[src/rtl/root_req_arbiter_pkg.sv]
// Shared definitions for the Root engine request arbiter.
package root_req_arbiter_pkg;

  // Arbiter FSM states
  typedef enum logic [2:0] {
    ST_IDLE  = 3'd0,
    ST_ISSUE = 3'd1,
    ST_WAIT  = 3'd2,
    ST_RESP  = 3'd3,
    ST_REJ   = 3'd4,
    ST_ABORT = 3'd5
  } state_t;

  // Q10.10 operand and result widths
  localparam int RADICAND_W = 10;
  localparam int DEGREE_W   = 3;
  localparam int RESULT_W   = 20;

endpackage

[src/rtl/root_req_arbiter_rr_pick.sv]
// Combinational round-robin picker: scans from ptr+1 upward with wrap and
// returns a one-hot grant, its index, and whether anything was requesting.
module root_req_arbiter_rr_pick #(
  parameter int N    = 4,
  parameter int IDXW = 2
) (
  input  logic [N-1:0]    i_req,
  input  logic [IDXW-1:0] i_ptr,
  output logic [N-1:0]    o_grant,
  output logic            o_any,
  output logic [IDXW-1:0] o_idx
);

  logic [IDXW-1:0] w_pos;

  // First requester after the pointer wins; the pointer itself is checked last
  always_comb begin
    o_grant = '0;
    o_any   = 1'b0;
    o_idx   = '0;
    w_pos   = '0;
    for (int k = 1; k <= N; k++) begin
      w_pos = IDXW'((int'(i_ptr) + k) % N);
      if (!o_any && i_req[w_pos]) begin
        o_any          = 1'b1;
        o_grant[w_pos] = 1'b1;
        o_idx          = w_pos;
      end
    end
  end

endmodule

[src/rtl/root_req_arbiter.sv]
// Shares one serial Q10.10 n-th root engine among NUM_REQ requesters:
// round-robin accept, operand hold towards the engine, timeout watchdog
// with engine reset, and immediate rejection of degree-0 requests.
module root_req_arbiter
  import root_req_arbiter_pkg::*;
#(
  parameter int NUM_REQ        = 4,
  parameter int TIMEOUT_CYCLES = 512
) (
  input  logic                           clk,
  input  logic                           rst,
  input  logic [NUM_REQ-1:0]             req_valid,
  output logic [NUM_REQ-1:0]             req_ready,
  input  logic [NUM_REQ*RADICAND_W-1:0]  req_radicand,
  input  logic [NUM_REQ*DEGREE_W-1:0]    req_degree,
  output logic [NUM_REQ-1:0]             resp_valid,
  output logic [RESULT_W-1:0]            resp_data,
  output logic                           resp_err,
  output logic                           eng_in_valid,
  output logic [RADICAND_W-1:0]          eng_in_data_1,
  output logic [DEGREE_W-1:0]            eng_in_data_2,
  input  logic                           eng_out_valid,
  input  logic [RESULT_W-1:0]            eng_out_data,
  output logic                           eng_rst
);

  localparam int IDXW = (NUM_REQ > 1) ? $clog2(NUM_REQ) : 1;
  localparam int TW   = (TIMEOUT_CYCLES > 1) ? $clog2(TIMEOUT_CYCLES) : 1;
  localparam logic [TW-1:0]      TMAX = TW'(TIMEOUT_CYCLES - 1);
  localparam logic [NUM_REQ-1:0] ONE  = NUM_REQ'(1);

  state_t                r_state;
  logic [IDXW-1:0]       r_ptr;
  logic [IDXW-1:0]       r_owner;
  logic [RADICAND_W-1:0] r_rad;
  logic [DEGREE_W-1:0]   r_deg;
  logic [TW-1:0]         r_timer;

  logic [NUM_REQ-1:0]    w_grant;
  logic                  w_any;
  logic [IDXW-1:0]       w_idx;
  logic [RADICAND_W-1:0] w_sel_rad;
  logic [DEGREE_W-1:0]   w_sel_deg;
  logic [NUM_REQ-1:0]    w_owner_oh;

  root_req_arbiter_rr_pick #(
    .N    (NUM_REQ),
    .IDXW (IDXW)
  ) u_pick (
    .i_req   (req_valid),
    .i_ptr   (r_ptr),
    .o_grant (w_grant),
    .o_any   (w_any),
    .o_idx   (w_idx)
  );

  // Operands of the requester the picker would accept this cycle
  always_comb begin
    w_sel_rad = '0;
    w_sel_deg = '0;
    for (int i = 0; i < NUM_REQ; i++) begin
      if (w_idx == IDXW'(i)) begin
        w_sel_rad = req_radicand[RADICAND_W*i +: RADICAND_W];
        w_sel_deg = req_degree[DEGREE_W*i +: DEGREE_W];
      end
    end
  end

  assign w_owner_oh    = ONE << r_owner;
  // The engine samples its operands combinationally while it computes,
  // so they come straight from the capture registers.
  assign eng_in_data_1 = r_rad;
  assign eng_in_data_2 = r_deg;

  // Arbitration FSM; every output pulse is registered on entry to its state
  always_ff @(posedge clk) begin
    if (rst) begin
      r_state      <= ST_IDLE;
      r_ptr        <= IDXW'(NUM_REQ - 1);
      r_owner      <= '0;
      r_rad        <= '0;
      r_deg        <= '0;
      r_timer      <= '0;
      req_ready    <= '0;
      resp_valid   <= '0;
      resp_data    <= '0;
      resp_err     <= 1'b0;
      eng_in_valid <= 1'b0;
      eng_rst      <= 1'b1;
    end else begin
      req_ready    <= '0;
      resp_valid   <= '0;
      resp_data    <= '0;
      resp_err     <= 1'b0;
      eng_in_valid <= 1'b0;
      eng_rst      <= 1'b0;
      case (r_state)
        ST_IDLE: begin
          if (w_any) begin
            req_ready <= w_grant;
            r_ptr     <= w_idx;
            r_owner   <= w_idx;
            r_rad     <= w_sel_rad;
            r_deg     <= w_sel_deg;
            if (w_sel_deg == '0) begin
              // Degree 0 has no root: answer with an error, engine untouched
              r_state    <= ST_REJ;
              resp_valid <= w_grant;
              resp_err   <= 1'b1;
            end else begin
              r_state      <= ST_ISSUE;
              eng_in_valid <= 1'b1;
            end
          end
        end
        ST_ISSUE: begin
          r_timer <= '0;
          r_state <= ST_WAIT;
        end
        ST_WAIT: begin
          // A result arriving on the expiry cycle still wins over the abort
          if (eng_out_valid) begin
            r_state    <= ST_RESP;
            resp_valid <= w_owner_oh;
            resp_data  <= eng_out_data;
          end else if (r_timer == TMAX) begin
            r_state    <= ST_ABORT;
            resp_valid <= w_owner_oh;
            resp_err   <= 1'b1;
            eng_rst    <= 1'b1;
          end else begin
            r_timer <= r_timer + 1'b1;
          end
        end
        ST_RESP, ST_REJ, ST_ABORT: begin
          r_state <= ST_IDLE;
        end
        default: begin
          r_state <= ST_IDLE;
        end
      endcase
    end
  end

endmodule
[config.mk]
export PLATFORM = sky130hd
export DESIGN_NAME = root_req_arbiter
export DESIGN_NICKNAME = d
export VERILOG_FILES = /design/src/rtl/root_req_arbiter_pkg.sv /design/src/rtl/root_req_arbiter_rr_pick.sv /design/src/rtl/root_req_arbiter.sv
export SDC_FILE = /design/constraint.sdc
export NUM_CORES = 1
export LEC_CHECK = 0
export CAP_MARGIN = 20
export CORE_MARGIN = 8
export CORE_UTILIZATION = 43
export CTS_CLUSTER_DIAMETER = 50
export DETAILED_ROUTE_END_ITERATION = 6
export PLACE_DENSITY = 0.8
export SLEW_MARGIN = 0
export SYNTH_ARGS = -nofsm -noshare
export SYNTH_HDL_FRONTEND = slang
export SYNTH_SLANG_ARGS = --single-unit
[constraint.sdc]
create_clock -name clk -period 4 [get_ports clk]
set_clock_uncertainty 0.05 [all_clocks]
set_input_delay 0.8 -clock clk [delete_from_list [all_inputs] [get_ports clk]]
set_output_delay 0.8 -clock clk [all_outputs]
set_load 0.1 [all_outputs]
* After elaboration in Yosys (flattened, before gate mapping)
Cells that the tools add are included.
Cells by class: magnitude comparators 8, shifts and indexed selects 1, eq/ne operators 10, add/sub/neg operators 5, bitwise gates (word level) 7, reduce and logical (&&, ||, !) cells 19, multiplexer cells 56
Operators by type and width (number):
- 10-bit two-way mux | 4
- 4-bit two-way mux | 8
- 3-bit two-way mux | 8
- 1-bit two-way mux | 18
- 9-bit two-way mux | 2
- 9-bit case mux with 2 select lines | 1
- 2-bit by 3-bit < comparator with 1-bit output, second input constant | 4
- 4-bit OR | 3
- 9-bit by 1-bit adder with 9-bit output, second input constant | 1
- 9-bit equality test, second input constant | 1
- 3-bit case mux with 3 select lines | 1
- 1-bit binary-select mux with 2-bit select | 4
- 1-bit demux with 2-bit select | 4
- 2-bit by 1-bit greater-or-equal comparator with 1-bit output, second input constant | 4
- 2-bit two-way mux | 4
- 4-bit case mux with 2 select lines | 1
- 1-bit logical AND | 7
- 3-bit zero test | 2
- 3-bit OR reduction | 2
- 2-bit by 1-bit adder with 2-bit output, second input constant | 2
- 2-bit adder, second input constant | 2
- 2-bit equality test, second input constant | 2
- 2-bit != test, second input constant | 2
- 1-bit inverter | 4
- other kinds (12) | 15
Word-level totals: logic and storage cells 118, input port bits 79, output and inout port bits 44, register bits 60

* Depth between registers and ports, before layout
depth after elaboration 22, gate-level depth with buffers 13, depth with buffers taken out 9

* Hierarchy
From an unflattened synthesis, not the netlist that was laid out.
Second synthesis, totals: cell total of the unflattened synthesis 320, area, all modules 3017.9 µm²
By module, submodules not included:
- root_req_arbiter | cells each 235, instances 1, seq. area each 1201.2 µm², area each 2386.0 µm²
- root_req_arbiter_rr_pick | cells each 85, instances 1, seq. area each 0.0 µm², area each 631.9 µm²

* Least setup slack after synthesis
Ideal clock, no wire load.
kind reg2reg, start reg r_ptr[0], end reg r_state[2], arrival 3.239 ns, setup time 0.059 ns, setup slack 0.652 ns, stages on the path, launching flop included 13, clock period less this slack 3.348 ns, required time 3.891 ns, buffers on the path 3, cells stage by stage dfxtp_1 > buf_4 > inv_2 > ha_1 > clkbuf_1 > mux2i_1 > mux2i_1 > nor3b_1 > o31a_1 > buf_2 > a211o_1 > a221oi_4 > a22o_1
Between the ends: cells in the longest elaborated chain, start to end 22, elaborated cells between the ends (all ways) 40, those cells by class add/sub (4); eq/ne (4); mux (23); reduce/logical (9)
RTL lines:
- start, declared | RTL line root_req_arbiter.sv:33 | logic [IDXW-1:0] r_ptr;
- start signal, assigned | RTL line root_req_arbiter.sv:79 | r_ptr <= IDXW'(NUM_REQ - 1);
- start signal, assigned | RTL line root_req_arbiter.sv:101 | r_ptr <= w_idx;
- 2-bit by 1-bit adder with 2-bit output | RTL line root_req_arbiter_rr_pick.sv:23 | w_pos = IDXW'((int'(i_ptr) + k) % N);
- 1-bit binary-select mux with 2-bit select | RTL line root_req_arbiter_rr_pick.sv:24 | if (!o_any && i_req[w_pos]) begin
- 1-bit two-way mux (implied by the code) | RTL line root_req_arbiter_rr_pick.sv:24
- 1-bit two-way mux | RTL line root_req_arbiter_rr_pick.sv:24
- 1-bit zero test | RTL line root_req_arbiter_rr_pick.sv:24
- 1-bit logical AND | RTL line root_req_arbiter_rr_pick.sv:24
- 1-bit two-way mux | RTL line root_req_arbiter_rr_pick.sv:24
- 1-bit zero test | RTL line root_req_arbiter_rr_pick.sv:24
- [3 not listed]
- 1-bit logical AND | RTL line root_req_arbiter_rr_pick.sv:24
- 2-bit two-way mux | RTL line root_req_arbiter_rr_pick.sv:24
- 2-bit zero test | RTL line root_req_arbiter.sv:62 | if (w_idx == IDXW'(i)) begin
- 3-bit two-way mux (4 in series) | RTL line root_req_arbiter.sv:62
- 3-bit zero test | RTL line root_req_arbiter.sv:105 | if (w_sel_deg == '0) begin
- 3-bit two-way mux | RTL line root_req_arbiter.sv:105
- 3-bit two-way mux | RTL line root_req_arbiter.sv:99 | if (w_any) begin
- 3-bit case mux with 3 select lines | RTL line root_req_arbiter.sv:97 | case (r_state)
- end signal, assigned | RTL line root_req_arbiter.sv:107 | r_state <= ST_REJ;
- end signal, assigned | RTL line root_req_arbiter.sv:111 | r_state <= ST_ISSUE;
- end signal, assigned | RTL line root_req_arbiter.sv:118 | r_state <= ST_WAIT;
- end, declared | RTL line root_req_arbiter.sv:32 | state_t r_state;
Parallel ways exist; a longest one is shown, timed or not. The select of a mux whose other input is x is not followed. A chain may end at the register's enable or synchronous reset.

* Final worst setup path
start in req_valid[3], end reg r_rad[4], in the netlist eng_in_data_1[4]
Between the ends: cells in the longest elaborated chain, start to end 17, elaborated cells between the ends (all ways) 31, those cells by class eq/ne (3); mux (20); reduce/logical (8)
RTL lines:
- start, declared | RTL line root_req_arbiter.sv:12 | input logic [NUM_REQ-1:0] req_valid,
- 1-bit binary-select mux with 2-bit select | RTL line root_req_arbiter_rr_pick.sv:24
- 1-bit two-way mux (implied by the code) | RTL line root_req_arbiter_rr_pick.sv:24
- 1-bit two-way mux | RTL line root_req_arbiter_rr_pick.sv:24
- 1-bit zero test | RTL line root_req_arbiter_rr_pick.sv:24
- 1-bit logical AND | RTL line root_req_arbiter_rr_pick.sv:24
- 1-bit two-way mux | RTL line root_req_arbiter_rr_pick.sv:24
- 1-bit zero test | RTL line root_req_arbiter_rr_pick.sv:24
- 1-bit logical AND | RTL line root_req_arbiter_rr_pick.sv:24
- 1-bit two-way mux | RTL line root_req_arbiter_rr_pick.sv:24
- 1-bit zero test | RTL line root_req_arbiter_rr_pick.sv:24
- 1-bit logical AND | RTL line root_req_arbiter_rr_pick.sv:24
- 2-bit two-way mux | RTL line root_req_arbiter_rr_pick.sv:24
- 2-bit zero test | RTL line root_req_arbiter.sv:62
- 10-bit two-way mux (4 in series) | RTL line root_req_arbiter.sv:62
- end signal, assigned | RTL line root_req_arbiter.sv:103 | r_rad <= w_sel_rad;
- end, declared | RTL line root_req_arbiter.sv:35 | logic [RADICAND_W-1:0] r_rad;
Parallel ways exist; a longest one is shown, timed or not. The select of a mux whose other input is x is not followed.

==> results.json <==
{
  "status": "completed",
  "wl_per_cell_um": 15.66,
  "port_buffers": 122,
  "critPathArrivalTime_ns": 3.81,
  "ir_drop_v": 0.0005128,
  "crit_type": "in -> reg",
  "power.share.switching": 0.4611,
  "io_pins": 123,
  "r2r_cells": 9,
  "power_density_mw_per_mm2": 743.7,
  "synthTopCellsByArea": "dfxtp_1 (40%), mux2i_1 (9.0%), and2_1 (4.8%)",
  "n_antenna_cell": 0,
  "ff_latch_area_mm2": 0.001201,
  "crit_fanout": 20,
  "cts_max_path_buffers": 2,
  "synth.avg_cell_area_um2": 9.455,
  "ctsResizeCount": 0,
  "die-area_mm2": 0.009924,
  "postCtsSetupBuffers": 0,
  "fin_util": 0.6740,
  "power.net_switching_mw": 1.570,
  "synth_ff_type": "dfxtp_1",
  "cp-start-kind": "input pin",
  "slew_viol_final": 0,
  "die_w_um": 99.62,
  "async_flop_share": 0,
  "internal_power_mw": 1.835,
  "drive_gt1_frac": 0.1027,
  "r2r-end": "resp_err",
  "dpl.hpwl_um": 6610,
  "grt.busiest_layer": "met2",
  "yosysWarnings": 0,
  "worst_pin_slew_ns": 1.036,
  "firstDrtPassIters": 4,
  "period_share": 0.8994,
  "grt_pass1_wl_um": 13880,
  "coreArea_mm2": 0.006794,
  "netlist.top_cell.by_area": "dfxtp_1",
  "setup_violations": 0,
  "post_dp_cell_area_mm2": 0.004340,
  "synth_area_mm2": 0.003007,
  "ys_top_cells_by_count": "dfxtp_1 (60), nor2_1 (29), mux2i_1 (27), and2_1 (23), nand2_1 (19)",
  "yosys.cell_types.count": 49,
  "yosysMostFrequentCell": "dfxtp_1",
  "antenna_found_initial": 0,
  "yosys.area.top_type_share": 0.3995,
  "grt_use_met3": 0.09497,
  "via_count": 2821,
  "multi_input_comb_area_mm2": 0.001693,
  "drc": 0,
  "leakagePower_nw": 1.826,
  "crit_required_ns": 4.21,
  "ys_ff_latch": 60,
  "critPathLaunch": "req_valid[3]",
  "hold_start": "eng_in_data_2[0]",
  "drt-total-wl_um": 8517,
  "p_clk_frac": 0.192,
  "numCtsBuffers": 9,
  "grt_remaining_overflow": 0,
  "reg2reg_from": "r_ptr[1]",
  "netlist_instances": 318,
  "grt_use_met2": 0.2996,
  "fin_setup_tns_ns": 0,
  "pwr-share-seq": 0.230,
  "cts_tree": "yes",
  "synth_edf_count": 0,
  "area_delta_synth_final_pct": 52.31,
  "fp.dieH_um": 99.62,
  "relSlewSlack": 0.3073,
  "syn-num-nets": 407,
  "hold_path_depth": 2,
  "grt_pass1_vias": 2990,
  "grtUsageTotal": 0.1758,
  "drtAntennaViolNets": 0,
  "drv_cap": 0,
  "clk_latency_ns": 0.33,
  "drtIter0Drc": 111,
  "grt_max_degree": 23,
  "fillers": 568,
  "grtUsageMet1": 0.1750,
  "combPwrFrac": 0.579,
  "final.min_clock_period_ns": 3.598,
  "cts_hold_buf": 0,
  "hold_violations": 0,
  "htree_levels": 3,
  "fmax_mhz": 278.0,
  "cts-root-buf": "clkbuf_8",
  "rows": 30,
  "rrSetupSlack_ns": 0.62,
  "hold_end": "eng_in_data_2[0]",
  "postLayoutCellArea_mm2": 0.004579,
  "endpoint_kind": "register",
  "viasPerCell": 5.186,
  "nets": 532,
  "gp_congestion": 0.9076,
  "cts.clk_slew.worst_paths_ns": 0.07,
  "start_util": 0.4425,
  "clkSinkCount": 60,
  "hold_path.class": "reg -> reg",
  "total_power_mw": 3.406,
  "rsz0062_at_grt": "no",
  "ys_seq_area_frac": 0.3995
}
==> placed cells by master (no fill, tap or decap), drive strengths merged, types with 4 or more instances in the layout <==
cell           count
a21oi             14
nor2              29
clkdlybuf4s50    122
a22oi              5
nand3b            14
buf               11
clkbuf             9
a221oi             8
nand2             19
inv                6
mux2              10
nor4               4
xor2               4
o21ai             15
a21o               4
mux2i             27
and2              23
dfxtp             60
ha                10
nor3b              4
or3                6
==> power by group through the flow <==
stage                     Sequential, mW  Clock, mW  Combinational (mW)
after floorplan                     1.33          0               0.972
after global placement             0.787          0                1.94
after detailed placement           0.792          0                1.97
after CTS                          0.780      0.667                1.98
after global routing               0.796      0.697                2.11
final                              0.782      0.653                1.97
==> through the flow <==
step                      hold slack (ns)  setup slack (ns)  instances
after detailed placement           0.4097            0.1128        528
final                              0.4181            0.4023        544
after floorplan                    0.3862            0.6515        318
after global placement             0.3917            0.2580        528
after global routing               0.4498            0.2368        544
after CTS                          0.4220            0.4281        544
==> cell families (layout without fill, tap and decap cells) <==
| kind of cell | count (synthesis) | after routing | synth area share |
|---|---|---|---|
| mux | 39 | 39 | 0.1423 |
| fa+ha+maj | 10 | 10 | 0.04161 |
| flops | 60 | 60 | 0.3995 |
| simple gates | 118 | 118 | 0.2160 |
| buf+inv | 25 | 155 | 0.03745 |
| compound gates | 62 | 62 | 0.1515 |
| xor+xnor | 4 | 4 | 0.01165 |
==> critical path, cell delays in order <==
cell,delay [ns]
clkdlybuf4s50_1,0.50
buf_4,0.20
mux4_2,0.54
and2_1,0.24
nor4_2,0.32
or2_1,0.27
buf_4,0.35
mux2i_1,0.13
mux2_2,0.28
o21ai_0,0.16
==> cell type report <==
type,count,area share
inverter,6,0.004918
clock inverter,7,0.02514
tap,96,0.02623
sequential,60,0.2623
timing repair buffer,133,0.2847
clock buffer,9,0.02705
multi-input combinational,233,0.3697
==> routing by layer <==
layer / vias up / part of all wire
li1: 1393 / -
met5: - / 0
met4: 0 / 0.022
met1: 1299 / 0.39
met2: 112 / 0.49
met3: 17 / 0.099
==> sequential cells by signal (all words and copies together) (netlist names) <==
name,cells
r_state,3
r_owner,2
resp_valid,4
r_ptr,2
r_timer,9
eng_in_data_1,10
resp_err,1
req_ready,4
eng_in_valid,1
resp_data,20
eng_rst,1
eng_in_data_2,3
==> how the worst max path moves through the flow <==
stage	cells after the start	slack [ns]	end
finish	10	0.40	eng_in_data_1[4]
global route	10	0.24	eng_in_data_1[4]
CTS	10	0.43	eng_in_data_1[4]
detailed placement	10	0.11	eng_in_data_1[0]
global placement	10	0.26	eng_in_data_1[1]
floorplan	12	0.65	r_state[2]
Note: power is estimated with default switching activity, not from simulation.
